===== config.mk =====
export PLATFORM = sky130hd
export DESIGN_NAME = fetch_aligner
export DESIGN_NICKNAME = d
export VERILOG_FILES = /design/src/rtl/fetch_aligner.sv
export SDC_FILE = /design/constraint.sdc
export NUM_CORES = 1
export LEC_CHECK = 0
export ABC_AREA = 1
export CORE_AREA = 2 2 148 150
export DETAILED_ROUTE_END_ITERATION = 8
export DIE_AREA = 0 0 150 152
export REMOVE_ABC_BUFFERS = 1
export SLEW_MARGIN = 20
export SYNTH_ARGS = -nofsm -noshare
export SYNTH_HDL_FRONTEND = slang
export SYNTH_SLANG_ARGS = --single-unit

===== constraint.sdc =====
create_clock -name clk -period 3.2 [get_ports clk]
set_clock_uncertainty 0.2 [all_clocks]
set_input_delay 0.64 -clock clk [delete_from_list [all_inputs] [get_ports clk]]
set_output_delay 0.64 -clock clk [all_outputs]
set_load 0.02 [all_outputs]

===== src/rtl/fetch_aligner.sv =====
// Instruction fetch aligner: reads 16-bit halfwords, detects the instruction length
// from bit 15 and presents one assembled 32-bit word per valid/ready handshake.
module fetch_aligner #(
  parameter int              PC_W     = 16,
  parameter logic [PC_W-1:0] RESET_PC = '0
) (
  input  logic            clk,
  input  logic            rst_n,
  output logic            imem_req,
  output logic [PC_W-1:0] imem_addr,
  input  logic            imem_rvalid,
  input  logic [15:0]     imem_rdata,
  input  logic            redirect,
  input  logic [PC_W-1:0] redirect_pc,
  output logic [31:0]     fetchoutput,
  output logic [PC_W-1:0] fetch_pc,
  output logic            fetch_len32,
  output logic            fetch_valid,
  input  logic            fetch_ready
);

  typedef enum logic [2:0] {
    FIRST,
    FIRST_WAIT,
    SECOND,
    SECOND_WAIT,
    OUT,
    DRAIN
  } state_t;

  state_t          state_q, state_d;
  logic [PC_W-1:0] pc_q, pc_d;
  logic [15:0]     hw0_q, hw0_d;
  logic [31:0]     fetchoutput_q, fetchoutput_d;
  logic [PC_W-1:0] fetch_pc_q, fetch_pc_d;
  logic            fetch_len32_q, fetch_len32_d;
  logic            fetch_valid_q, fetch_valid_d;
  logic            imem_req_q, imem_req_d;
  logic [PC_W-1:0] imem_addr_q, imem_addr_d;

  always_ff @(posedge clk or negedge rst_n) begin
    if (!rst_n) begin
      state_q       <= FIRST;
      pc_q          <= RESET_PC;
      hw0_q         <= '0;
      fetchoutput_q <= '0;
      fetch_pc_q    <= '0;
      fetch_len32_q <= 1'b0;
      fetch_valid_q <= 1'b0;
      imem_req_q    <= 1'b0;
      imem_addr_q   <= '0;
    end else begin
      state_q       <= state_d;
      pc_q          <= pc_d;
      hw0_q         <= hw0_d;
      fetchoutput_q <= fetchoutput_d;
      fetch_pc_q    <= fetch_pc_d;
      fetch_len32_q <= fetch_len32_d;
      fetch_valid_q <= fetch_valid_d;
      imem_req_q    <= imem_req_d;
      imem_addr_q   <= imem_addr_d;
    end
  end

  always_comb begin
    state_d       = state_q;
    pc_d          = pc_q;
    hw0_d         = hw0_q;
    fetchoutput_d = fetchoutput_q;
    fetch_len32_d = fetch_len32_q;

    // FIRST/SECOND only advance once their request has actually been on the bus;
    // right after reset FIRST spends one cycle raising the request.
    case (state_q)
      FIRST: begin
        if (imem_req_q) state_d = FIRST_WAIT;
      end
      FIRST_WAIT: begin
        if (imem_rvalid) begin
          hw0_d = imem_rdata;
          if (imem_rdata[15]) begin
            state_d = SECOND;
          end else begin
            fetchoutput_d = {imem_rdata, 16'h0000};
            fetch_len32_d = 1'b0;
            state_d       = OUT;
          end
        end
      end
      SECOND: begin
        if (imem_req_q) state_d = SECOND_WAIT;
      end
      SECOND_WAIT: begin
        if (imem_rvalid) begin
          fetchoutput_d = {hw0_q, imem_rdata};
          fetch_len32_d = 1'b1;
          state_d       = OUT;
        end
      end
      OUT: begin
        if (fetch_ready) begin
          pc_d    = pc_q + (fetch_len32_q ? PC_W'(2) : PC_W'(1));
          state_d = FIRST;
        end
      end
      DRAIN: begin
        if (imem_rvalid) state_d = FIRST;
      end
      default: state_d = FIRST;
    endcase

    // Redirect wins; a read still in flight must be drained before refetching.
    if (redirect) begin
      pc_d          = redirect_pc;
      hw0_d         = hw0_q;
      fetchoutput_d = fetchoutput_q;
      fetch_len32_d = fetch_len32_q;
      if (imem_req_q ||
          (((state_q == FIRST_WAIT) || (state_q == SECOND_WAIT) || (state_q == DRAIN)) &&
           !imem_rvalid)) begin
        state_d = DRAIN;
      end else begin
        state_d = FIRST;
      end
    end
  end

  always_comb begin
    fetch_valid_d = (state_d == OUT);
    fetch_pc_d    = fetch_valid_d ? pc_d : fetch_pc_q;
    imem_req_d    = (state_d == FIRST) || (state_d == SECOND);
    imem_addr_d   = imem_addr_q;
    if (state_d == FIRST) begin
      imem_addr_d = pc_d;
    end else if (state_d == SECOND) begin
      imem_addr_d = pc_d + PC_W'(1);
    end
  end

  assign imem_req    = imem_req_q;
  assign imem_addr   = imem_addr_q;
  assign fetchoutput = fetchoutput_q;
  assign fetch_pc    = fetch_pc_q;
  assign fetch_len32 = fetch_len32_q;
  assign fetch_valid = fetch_valid_q;

endmodule


Yosys cells after proc, flatten, opt, wreduce, memory -nomap -nowiden
Index checks and enable logic that the tools add are counted.
{"block": "classes", "n_addsub": 2, "n_eq_ne": 10, "n_mux": 24, "bitwise": 1, "reduce_logical": 12}
{"cell": "32-bit 2-to-1 mux", "count": 3}
{"cell": "16-bit 2-to-1 mux", "count": 5}
{"cell": "32-bit one-hot mux with 2 select lines", "count": 1}
{"cell": "3-bit 2-to-1 mux", "count": 9}
{"cell": "3-bit one-hot mux with 6 select lines", "count": 1}
{"cell": "16-bit by 1-bit adder with 16-bit output (second input constant)", "count": 1}
{"cell": "16-bit by 2-bit adder with 16-bit output", "count": 1}
{"cell": "3-bit by 2-bit == test with 1-bit output (second input constant)", "count": 3}
{"cell": "3-bit == test (second input constant)", "count": 3}
{"cell": "3-bit logical NOT", "count": 2}
{"cell": "2-bit inequality test (second input constant)", "count": 3}
{"cell": "5-bit AND reduction", "count": 1}
{"cell": "1-bit logical OR", "count": 4}
{"cell": "2-bit nonzero test", "count": 2}
{"cell": "3-bit by 1-bit == test with 1-bit output (second input constant)", "count": 1}
{"cell": "1-bit 2-to-1 mux", "count": 3}
{"cell": "3-bit AND reduction", "count": 1}
{"cell": "2-bit 2-to-1 mux", "count": 1}
{"cell": "1-bit one-hot mux with 2 select lines", "count": 1}
{"cell": "1-bit logical AND", "count": 1}
{"cell": "1-bit logical NOT", "count": 1}
{"cell": "1-bit NOT", "count": 1}
{"block": "word_totals", "register_bits": 102, "in_bits": 37}

Logic depth before layout (Yosys ltp)
Gate-level depths: netlist of the first run.
{"block": "depth", "depth_word": 10, "ltp_mapped": 17}

Least setup slack after synthesis of the first run
Ideal clock, no wire load.
{"block": "synth_path", "kind": "reg2reg", "from": "register fetch_len32_q (netlist: fetch_len32)", "to": "register imem_addr_q[12] (netlist: imem_addr[12])", "arrival_time_ps": 2317, "required_ps": 2883, "slack_ps": 566, "path_stages_with_launch": 15, "path_buffers": 0, "synth_period_minus_slack_ps": 2634, "cell_sequence": "dfrtp_1 inv_1 ha_1 fa_1 nand3b_1 nand3_1 nand2_1 ha_1 nand3_2 nor2_4 nand3_2 inv_1 nand3_1 nand3_1 nand2_1"}
{"block": "synth_via", "elab_chain_len": 8}
{"element": "from (decl)", "line": "36", "rtl": "logic fetch_len32_q, fetch_len32_d;"}
{"element": "from (signal assigned)", "line": "58", "rtl": "fetch_len32_q <= fetch_len32_d;"}
{"element": "2-bit 2-to-1 mux", "line": "102", "rtl": "pc_d = pc_q + (fetch_len32_q ? PC_W'(2) : PC_W'(1));"}
{"element": "16-bit by 2-bit adder with 16-bit output", "line": "102"}
{"element": "16-bit 2-to-1 mux", "line": "101", "rtl": "if (fetch_ready) begin"}
{"element": "16-bit 2-to-1 mux", "line": "74", "rtl": "case (state_q)"}
{"element": "16-bit 2-to-1 mux", "line": "113", "rtl": "if (redirect) begin"}
{"element": "via pc_d[1]", "line": "32", "rtl": "logic [PC_W-1:0] pc_q, pc_d;"}
{"element": "16-bit by 1-bit adder with 16-bit output", "line": "136", "rtl": "imem_addr_d = pc_d + PC_W'(1);"}
{"element": "16-bit 2-to-1 mux", "line": "135", "rtl": "end else if (state_d == SECOND) begin"}
{"element": "16-bit 2-to-1 mux", "line": "133", "rtl": "if (state_d == FIRST) begin"}
{"element": "to (signal assigned)", "line": "61", "rtl": "imem_addr_q <= imem_addr_d;"}
{"element": "to (decl)", "line": "39", "rtl": "logic [PC_W-1:0] imem_addr_q, imem_addr_d;"}
The timed path passes the listed nets, and every way through them passes these cells. The select of a mux whose other input is x is not followed.
A chain may end at the register's enable or synchronous reset.

Worst setup path in the final report of the first run
{"block": "layout_path", "from": "register fetch_len32_q (netlist: fetch_len32)", "to": "register imem_addr_q[13] (netlist: imem_addr[13])"}
{"block": "layout_via", "elab_chain_len": 8}
{"element": "2-bit 2-to-1 mux *", "line": "102"}
{"element": "16-bit by 2-bit adder with 16-bit output *", "line": "102"}
{"element": "16-bit 2-to-1 mux *", "line": "101"}
{"element": "16-bit 2-to-1 mux *", "line": "74"}
{"element": "16-bit 2-to-1 mux *", "line": "113"}
{"element": "16-bit by 1-bit adder with 16-bit output", "line": "136"}
{"element": "16-bit 2-to-1 mux", "line": "135"}
{"element": "16-bit 2-to-1 mux *", "line": "133"}
Every way passes the cells marked *; elsewhere a longest branch is shown, timed or not. The select of a mux whose other input is x is not followed.

==> run metrics, run 1 <==
WP data required=3.23 ns; worst-case clock buffer depth=2; Post-route DRC=0; Max-cap violations=0; Tcrit/Tclk final=0.893; antenna violations before repair=0; Clock Latency Late Sink=0.34 ns; Initial Util=0.243; predominant post-synthesis flop cell=dfrtp_1; crit end category=register; Final setup viols=0; Syn Inst Count=648; Yosys top cell area share=0.492; post-synth top area cell=dfrtp_1; cell row count=54; chip width=150 um; Hold Path Class=in -> async; Post-synth EDFFs=0; Routed Wire Length=14200 um; final hold vios=0; worst setup margin=0.343 ns; met2 wire len=6680 um; Setup WS pre-CTS=0.0798 ns; Logic pwr share=0.415; CP arrival=2.89 ns; TritonCTS Buffers=9; final core utilization=0.324; hpwl dp=10400 um; hold_buf cts=0; Reg power frac=0.361; H-tree Lvls=3; switching share of total power=0.375; status=complete, no violations; pin count of the biggest net entering global routing=67; uppermost layer routed=met4; Mapped Area=5190 um2; most frequent cells in the layout=nand2_1 (189), dfrtp_1 (102), clkdlybuf4s50_1 (102); Slew @ Worst Pin=0.510 ns; gr ovfl total=0; Area contributors post-synth=dfrtp_1 (49%), nand2_1 (14%), o21ai_0 (8.6%); post-synth cell types=32; Area Growth Syn to Fin=33.1%; power per cell area=809 nW/um2; Int Pwr=0.00349 W; Peak VDD IR=0.293 mV; Final Max Tran Viols=0; Root Driver=clkbuf_16; Pre-antenna DRT Iters=4; GP Congestion=0.872; post-CTS setup buffer count=0; sequential area share after synthesis=0.492; Routed wire per std cell=13.7 um; Total GRT Usage=0.128; RSZ-0062 raised after global routing=false; Clock Power Share=0.225; CTS resizes=0; met3 WL post-DR=806 um; crit path launch type=register; crit path time final=2.86 ns; core area=21400 um2; Routed Antenna Nets=0; Critical Path Fanout Max=6; Yosys reg bits=102; setup TNS=0 ns; Psw=0.00210 W; nets=793; share of cells above drive strength 1=0.111; I/O pin count=104; vias after detailed routing=4544; Setup CP Type=reg -> reg; DRT met1 WL=6460 um; CTS tree=done; Synth Warn #=0; drt initial violations=329; async set or reset register ratio after synthesis=1.00; Achievable Freq=350 MHz; commonest non-fill, non-tap cell in the layout=nand2_1; die height=152 um; vias in the first global route=4393; Port Buffers=103; Vias/cell=4.39; Clock transition at path regs=0.07 ns; clock sinks=102; DIE AREA=22800 um2; LEAKAGE=3.16 nW; global-route wire length before repair=23400 um; Avg Cell Area, Syn=8.01 um2; relative slew slack=0.660; Inserted Diodes=0
[layout make-up]
class	count	area (um2)
clock buffer	10	229
clock inverter	5	106
fill	2280	14400
inverter	64	240
multi-input combinational	457	2270
sequential	102	2550
tap	280	350
timing repair buffer	118	1170
[critical path: stages, from the launching register on]
cell and delay, ns:
dfrtp_1 0.44, inv_1 0.10, ha_1 0.20, fa_1 0.28
nand2_1 0.09, nor2_2 0.25, nand3_2 0.17, nor2_4 0.16
nand2_1 0.06, nand3_1 0.13, nand3_1 0.14, inv_2 0.11
nand2_1 0.06, nor2_2 0.12, nand3_1 0.08, nand3_1 0.10
nand2_1 0.07
[power groups by stage]
stage | Combinational [W] | Clock, W | Sequential [W]
final | 0.00232 | 0.00126 | 0.00202
after global routing | 0.00255 | 0.00134 | 0.00209
after CTS | 0.00236 | 0.00129 | 0.00202
after detailed placement | 0.00235 | 0 | 0.00204
after global placement | 0.00233 | 0 | 0.00203
after floorplan | 0.000870 | 0 | 0.00239
[cells by family after synthesis]
| logic type | after synthesis | synth area share |
|---|---|---|
| and+or+nand+nor | 330 | 0.292 |
| AOI/OAI and AO/OA | 119 | 0.127 |
| DFF | 102 | 0.492 |
| buffers and inverters | 89 | 0.0718 |
| xor gates and xnor gates | 4 | 0.00675 |
| adders and majority gates | 4 | 0.0111 |
[synthesized netlist by cell type (all sizes together) (2+ instances only)]
master  count
nand3b      2
xor2        3
nand2     202
or2        13
inv        64
nand3      63
a21oi       4
o21a       15
nor3        3
o211ai      2
ha          3
buf         8
nand4       9
clkbuf     17
o21ai      95
nor2       37
dfrtp     102
[metrics by stage]
stage          total power [W]  hold WS [ns]  instances  instance area (um2)
2_1_floorplan          0.00326         0.144        623                 5060
3_3_place_gp           0.00436         0.262       1021                 6580
3_5_place_dp           0.00439         0.265       1021                 6580
4_1_cts                0.00567        0.0676       1036                 6910
5_1_grt                0.00599        0.0780       1036                 6910
6_report               0.00559        0.0495       1036                 6910
[final timing paths]
path | from | endpoint | slack [ns] | cells after the start
min in group clk | imem_addr[10] | imem_addr[10] | 0.28 | 2
max reg2reg | fetch_len32 | imem_addr[13] | 0.34 | 16
max in group asynchronous | rst_n | pc_q[6] | 2.01 | 2
max | fetch_len32 | imem_addr[13] | 0.34 | 16
min | rst_n | fetchoutput[28] | 0.05 | 1
min reg2reg | imem_addr[10] | imem_addr[10] | 0.28 | 2
[state kept, by name, indices dropped and copies added (netlist names)]
register,cells
fetchoutput,32
fetch_pc,16
hw0_q,16
imem_addr,16
pc_q,16
state_q,3
fetch_len32,1
fetch_valid,1
imem_req,1
[metal layers]
layer | GRT usage | vias to the layer above
met5 | 0 | -
met4 | 0.0449 | 0
met3 | 0.0315 | 17
met2 | 0.202 | 76
li1 | - | 2310
met1 | 0.171 | 2141
Power figures use the tool's default switching activity.
==> run 2: changes to the inputs <==
- CORE_AREA: 2 2 148 150 -> 2 2 170 130
- DIE_AREA: 0 0 150 152 -> 0 0 172 132
==> run 2 against run 1 <==
Worst setup slack got worse by 0.034 ns. Global-route usage rose by 0.46 points. Register-to-register slack got worse by 0.03 ns. Largest power group unchanged.
==> run metrics, run 2 (synthesized netlist as in run 1, its figures left out) <==
crit path launch type=register; CP arrival=2.93 ns (+0.04 ns); Clock transition at path regs=0.07 ns (about the same); DIE AREA=22700 um2 (-0.42%); global-route wire length before repair=23700 um (+1.2%); Critical Path Fanout Max=6 (unchanged); core area=21000 um2 (-1.9%); CTS resizes=0 (unchanged); Area Growth Syn to Fin=33.0% (about the same); H-tree Lvls=3 (unchanged); worst-case clock buffer depth=2 (unchanged); Setup CP Type=reg -> reg; WP data required=3.24 ns (about the same); LEAKAGE=3.15 nW (-0.25%); Slew @ Worst Pin=0.428 ns (-0.0819 ns); Max-cap violations=0 (unchanged); Tcrit/Tclk final=0.904 (+0.0107); crit path time final=2.89 ns (+0.0344 ns); die height=132 um (-13%); fillcell total=2168 (-4.9%); CTS tree=done; setup TNS=0 ns (unchanged); Total GRT Usage=0.133 (+0.00463); Final setup viols=0 (unchanged); WHS Path Cells=2; Inserted Diodes=0 (unchanged); commonest non-fill, non-tap cell in the layout=nand2_1; most frequent cells in the layout=nand2_1 (189), dfrtp_1 (102), clkdlybuf4s50_1 (102); drt initial violations=369 (+12%); antenna violations before repair=0 (unchanged); Post-route DRC=0 (unchanged); reg2reg path depth=16 (unchanged); Port Buffers=103 (unchanged); nets=794 (+0.13%); cell row count=46 (-15%); hold_sp=fetch_pc[13]; Vias/cell=4.33 (-1.3%); final hold vios=0 (unchanged); GP Congestion=0.859 (-1.5%); footprint of the multi-input gates=2270 um2 (unchanged); max reg flops=32 (unchanged); Pre-antenna DRT Iters=5 (+1); storage element area=2550 um2 (unchanged); Achievable Freq=346 MHz (-1.2%); crit path launch=fetch_len32; Clock Latency Late Sink=0.35 ns (about the same); share of cells above drive strength 1=0.112 (+0.00103); RSZ-0062 raised after global routing=false; Pwr Total=0.00548 W (-2.0%); gr ovfl total=0 (unchanged); Routed Wire Length=14400 um (+1.1%); Routed wire per std cell=13.7 um (+0.14%); WHS=0.283 ns (+0.233 ns); Initial Util=0.248 (+0.00465); status=complete, no violations; pin count of the biggest net entering global routing=48 (-28%); chip width=172 um (+15%); I/O pin count=104 (unchanged); power per cell area=793 nW/um2 (-1.9%); Hold Path Class=reg -> reg; vias after detailed routing=4529 (-0.33%); Critical R2R Launch=fetch_len32; Root Driver=clkbuf_16; Final Max Tran Viols=0 (unchanged); hpwl dp=10600 um (+1.8%); vias in the first global route=4330 (-1.4%); Routed Antenna Nets=0 (unchanged); relative slew slack=0.715 (+0.0543); TritonCTS Buffers=9 (unchanged); clock sinks=102 (unchanged); crit end category=register; Peak VDD IR=0.275 mV (-6.1%)
==> run 2: cell count changes in the layout (fill, tap and decap cells not counted) <==
cell           delta
bufinv_16         -2
clkinv_4          +2
clkinv_8          +1
dlygate4sd3_1     +1
inv_6             -1
inv_8             +1
==> run 2: per-layer routing <==
layer,share of wire,up-vias,GRT usage
met5,0,-,0
met1,0.51,2096,0.200
met2,0.41,119,0.182
met3,0.071,10,0.0432
met4,0.011,0,0.0336
li1,-,2304,-
==> run 2: report_power, final <==
group          internal [W]  switching, W
logic              0.000990       0.00133
clock network      0.000622      0.000526
registers           0.00174      0.000276
total               0.00335       0.00213
==> run 2: through the flow <==
| step | instance area (um2) | utilization | worst slack, ns | instances |
|---|---|---|---|---|
| 2_1_floorplan | 5060 | - | 0.0794 | 623 |
| 3_3_place_gp | 6590 | 0.314 | 0.192 | 1029 |
| 3_5_place_dp | 6590 | 0.314 | 0.144 | 1029 |
| 4_1_cts | 6910 | 0.330 | 0.314 | 1046 |
| 5_1_grt | 6910 | 0.330 | 0.00890 | 1046 |
| 6_report | 6910 | 0.330 | 0.309 | 1046 |
==> run 2: worst max-delay path: stages, from the launching register on <==
cell and delay (ns):
dfrtp_1 0.45, inv_1 0.10, ha_1 0.21, fa_1 0.27
nand2_1 0.09, nor2_2 0.24, nand3_2 0.17, nor2_4 0.16
nand2_1 0.06, nand3_1 0.12, nand3_1 0.16, inv_2 0.12
nand2_1 0.06, nor2_2 0.14, nand3_1 0.09, nand3_1 0.10
nand2_1 0.05
==> run 2: layout make-up <==
type | count | share of cell area
flip-flops and latches | 102 | 0.370
multi-input cells | 457 | 0.328
repair buffers | 119 | 0.170
well taps | 288 | 0.0522
inverters | 64 | 0.0348
clock buffers | 10 | 0.0332
clock inverters | 6 | 0.0120
==> run 2: final timing paths <==
check,slack (ns),to
worst max-delay path,0.31,imem_addr[15]
worst min-delay path,0.28,fetch_pc[13]
worst max register to register,0.31,imem_addr[15]
worst min register to register,0.28,fetch_pc[13]
max in group asynchronous,1.51,hw0_q[13]
min in group asynchronous,0.53,fetchoutput[27]
==> run 2: repair_timing <==
item | 4_1_cts | 5_1_grt
hold endpoints to repair | 7 | 0
hold buffers | 1 | 0
buffers inserted | 0 | 0
==> run 3: changes to the inputs <==
- MAX_ROUTING_LAYER: unset -> met4
==> run 3 against run 2 <==
Non-clock buffer count shrank 1. Cell area is essentially flat. Final cell count is essentially flat. Via count decreased by 0.13%. First-iteration DRC count fell by 2.4%.
==> run metrics, run 3 (synthesized netlist as in run 1, its figures left out) <==
status=complete, no violations; CP arrival=2.96 ns (+0.03 ns); cell row count=46 (unchanged); antenna violations before repair=0 (unchanged); fillcell total=2231 (+2.9%); vias in the first global route=4459 (+3.0%); hpwl dp=10800 um (+1.6%); Setup CP Type=reg -> reg; Routed Wire Length=14700 um (+1.9%); Final Instance Count excl. Fillers=1045 (-0.096%); relative slew slack=0.627 (-0.0878); Root Driver=clkbuf_16; die height=132 um (unchanged); GP Congestion=0.863 (+0.50%); hold_buf cts=0 (-1); Post-route DRC=0 (unchanged); Pre-antenna DRT Iters=5 (unchanged); Routed Antenna Nets=0 (unchanged); LEAKAGE=3.16 nW (+0.19%); share of cells above drive strength 1=0.114 (+0.00147); vias after detailed routing=4523 (-0.13%); R2R Setup Slk=0.28 ns (-0.03 ns); Achievable Freq=343 MHz (-0.86%); nets=793 (-0.13%); crit end category=register; worst-case clock buffer depth=2 (unchanged); most frequent cells in the layout=nand2_1 (189), dfrtp_1 (102), clkdlybuf4s50_1 (102); power per cell area=797 nW/um2 (+0.45%); Clock Latency Late Sink=0.35 ns (about the same); WP data required=3.24 ns (about the same); Final setup viols=0 (unchanged); clock sinks=102 (unchanged); reg2reg end=imem_addr[11]; setup TNS=0 ns (unchanged); Initial Util=0.248 (unchanged); DIE AREA=22700 um2 (unchanged); CTS resizes=0 (unchanged); Placed Cells=1029 (unchanged); Clock transition at path regs=0.08 ns (about the same); Inserted Diodes=0 (unchanged); max reg flops=32 (unchanged); crit path launch=fetch_len32; crit path launch type=register; Tcrit/Tclk final=0.911 (+0.00787); Max-cap violations=0 (unchanged); Slew @ Worst Pin=0.560 ns (+0.132 ns); chip width=172 um (unchanged); Port Buffers=103 (unchanged); CTS tree=done; TritonCTS Buffers=9 (unchanged); Peak VDD IR=0.334 mV (+21%); Routed wire per std cell=14.0 um (+2.0%); I/O pin count=104 (unchanged); Pwr Total=0.00550 W (+0.41%); Critical Path Fanout Max=6 (unchanged); reg2reg path depth=14 (-2); core area=21000 um2 (unchanged); RSZ-0062 raised after global routing=false; Critical R2R Launch=fetch_len32; final hold vios=0 (unchanged); global-route wire length before repair=23900 um (+1.1%); crit path time final=2.92 ns (+0.0252 ns); H-tree Lvls=3 (unchanged); drt initial violations=360 (-2.4%); Hold Path Class=in -> async; Area Growth Syn to Fin=33.0% (about the same); post-CTS setup buffer count=0 (unchanged); Total GRT Usage=0.138 (+0.00525); gr ovfl total=0 (unchanged); commonest non-fill, non-tap cell in the layout=nand2_1; pin count of the biggest net entering global routing=43 (-10%); worst setup path endpoint=imem_addr[11]; Final Max Tran Viols=0 (unchanged); Vias/cell=4.33 (about the same)
-- run 3: how the worst min path moves through the flow --
stage,endpoint,slack (ns)
detailed placement,hw0_q[9],0.27
CTS,fetchoutput[27],0.08
finish,hw0_q[11],0.07
global route,hw0_q[10],0.11
global placement,hw0_q[9],0.26
floorplan,fetch_len32,0.14
-- run 3: critical path, cell delays in order, from the launching register on --
cell and delay, ns:
dfrtp_1 0.45, inv_1 0.10, ha_1 0.20, fa_1 0.27, nand2_1 0.09, nor2_2 0.25, nand3_2 0.18, nor2_4 0.18
nand2_1 0.06, nand3_1 0.13, nand3_1 0.15, nor2_1 0.26, nand4_1 0.12, nand3_1 0.10, nand2_1 0.07
-- run 3: layout make-up --
class	instances	area, um2	share of cell area
Clock buffer	10	239	0.0346
Timing Repair Buffer	118	1170	0.169
Tap cell	288	360	0.0522
Inverter	64	240	0.0348
Multi-Input combinational cell	457	2270	0.328
Clock inverter	6	80.1	0.0116
Sequential cell	102	2550	0.370
-- run 3: power breakdown --
| part | internal (W) | total, W | switching (W) |
|---|---|---|---|
| combinational | 0.000988 | 0.00232 | 0.00133 |
| sequential | 0.00174 | 0.00202 | 0.000279 |
| clock | 0.000643 | 0.00116 | 0.000521 |
-- run 3: per-layer routing --
layer  up-vias  track usage  wire, um
met3        11       0.0354       879
met2       106        0.191      6190
met5         -            -         0
met1      2114        0.199      7410
met4         0       0.0387       179
li1       2292            -         -
-- run 3: through the flow --
step	instance area (um2)	worst slack, ns	utilization	hold slack, ns
CTS	6900	0.305	0.330	0.0800
global placement	6590	0.168	0.314	0.262
detailed placement	6590	0.123	0.314	0.268
global route	6900	0.0493	0.330	0.112
floorplan	5060	0.0794	-	0.144
finish	6900	0.283	0.330	0.0716
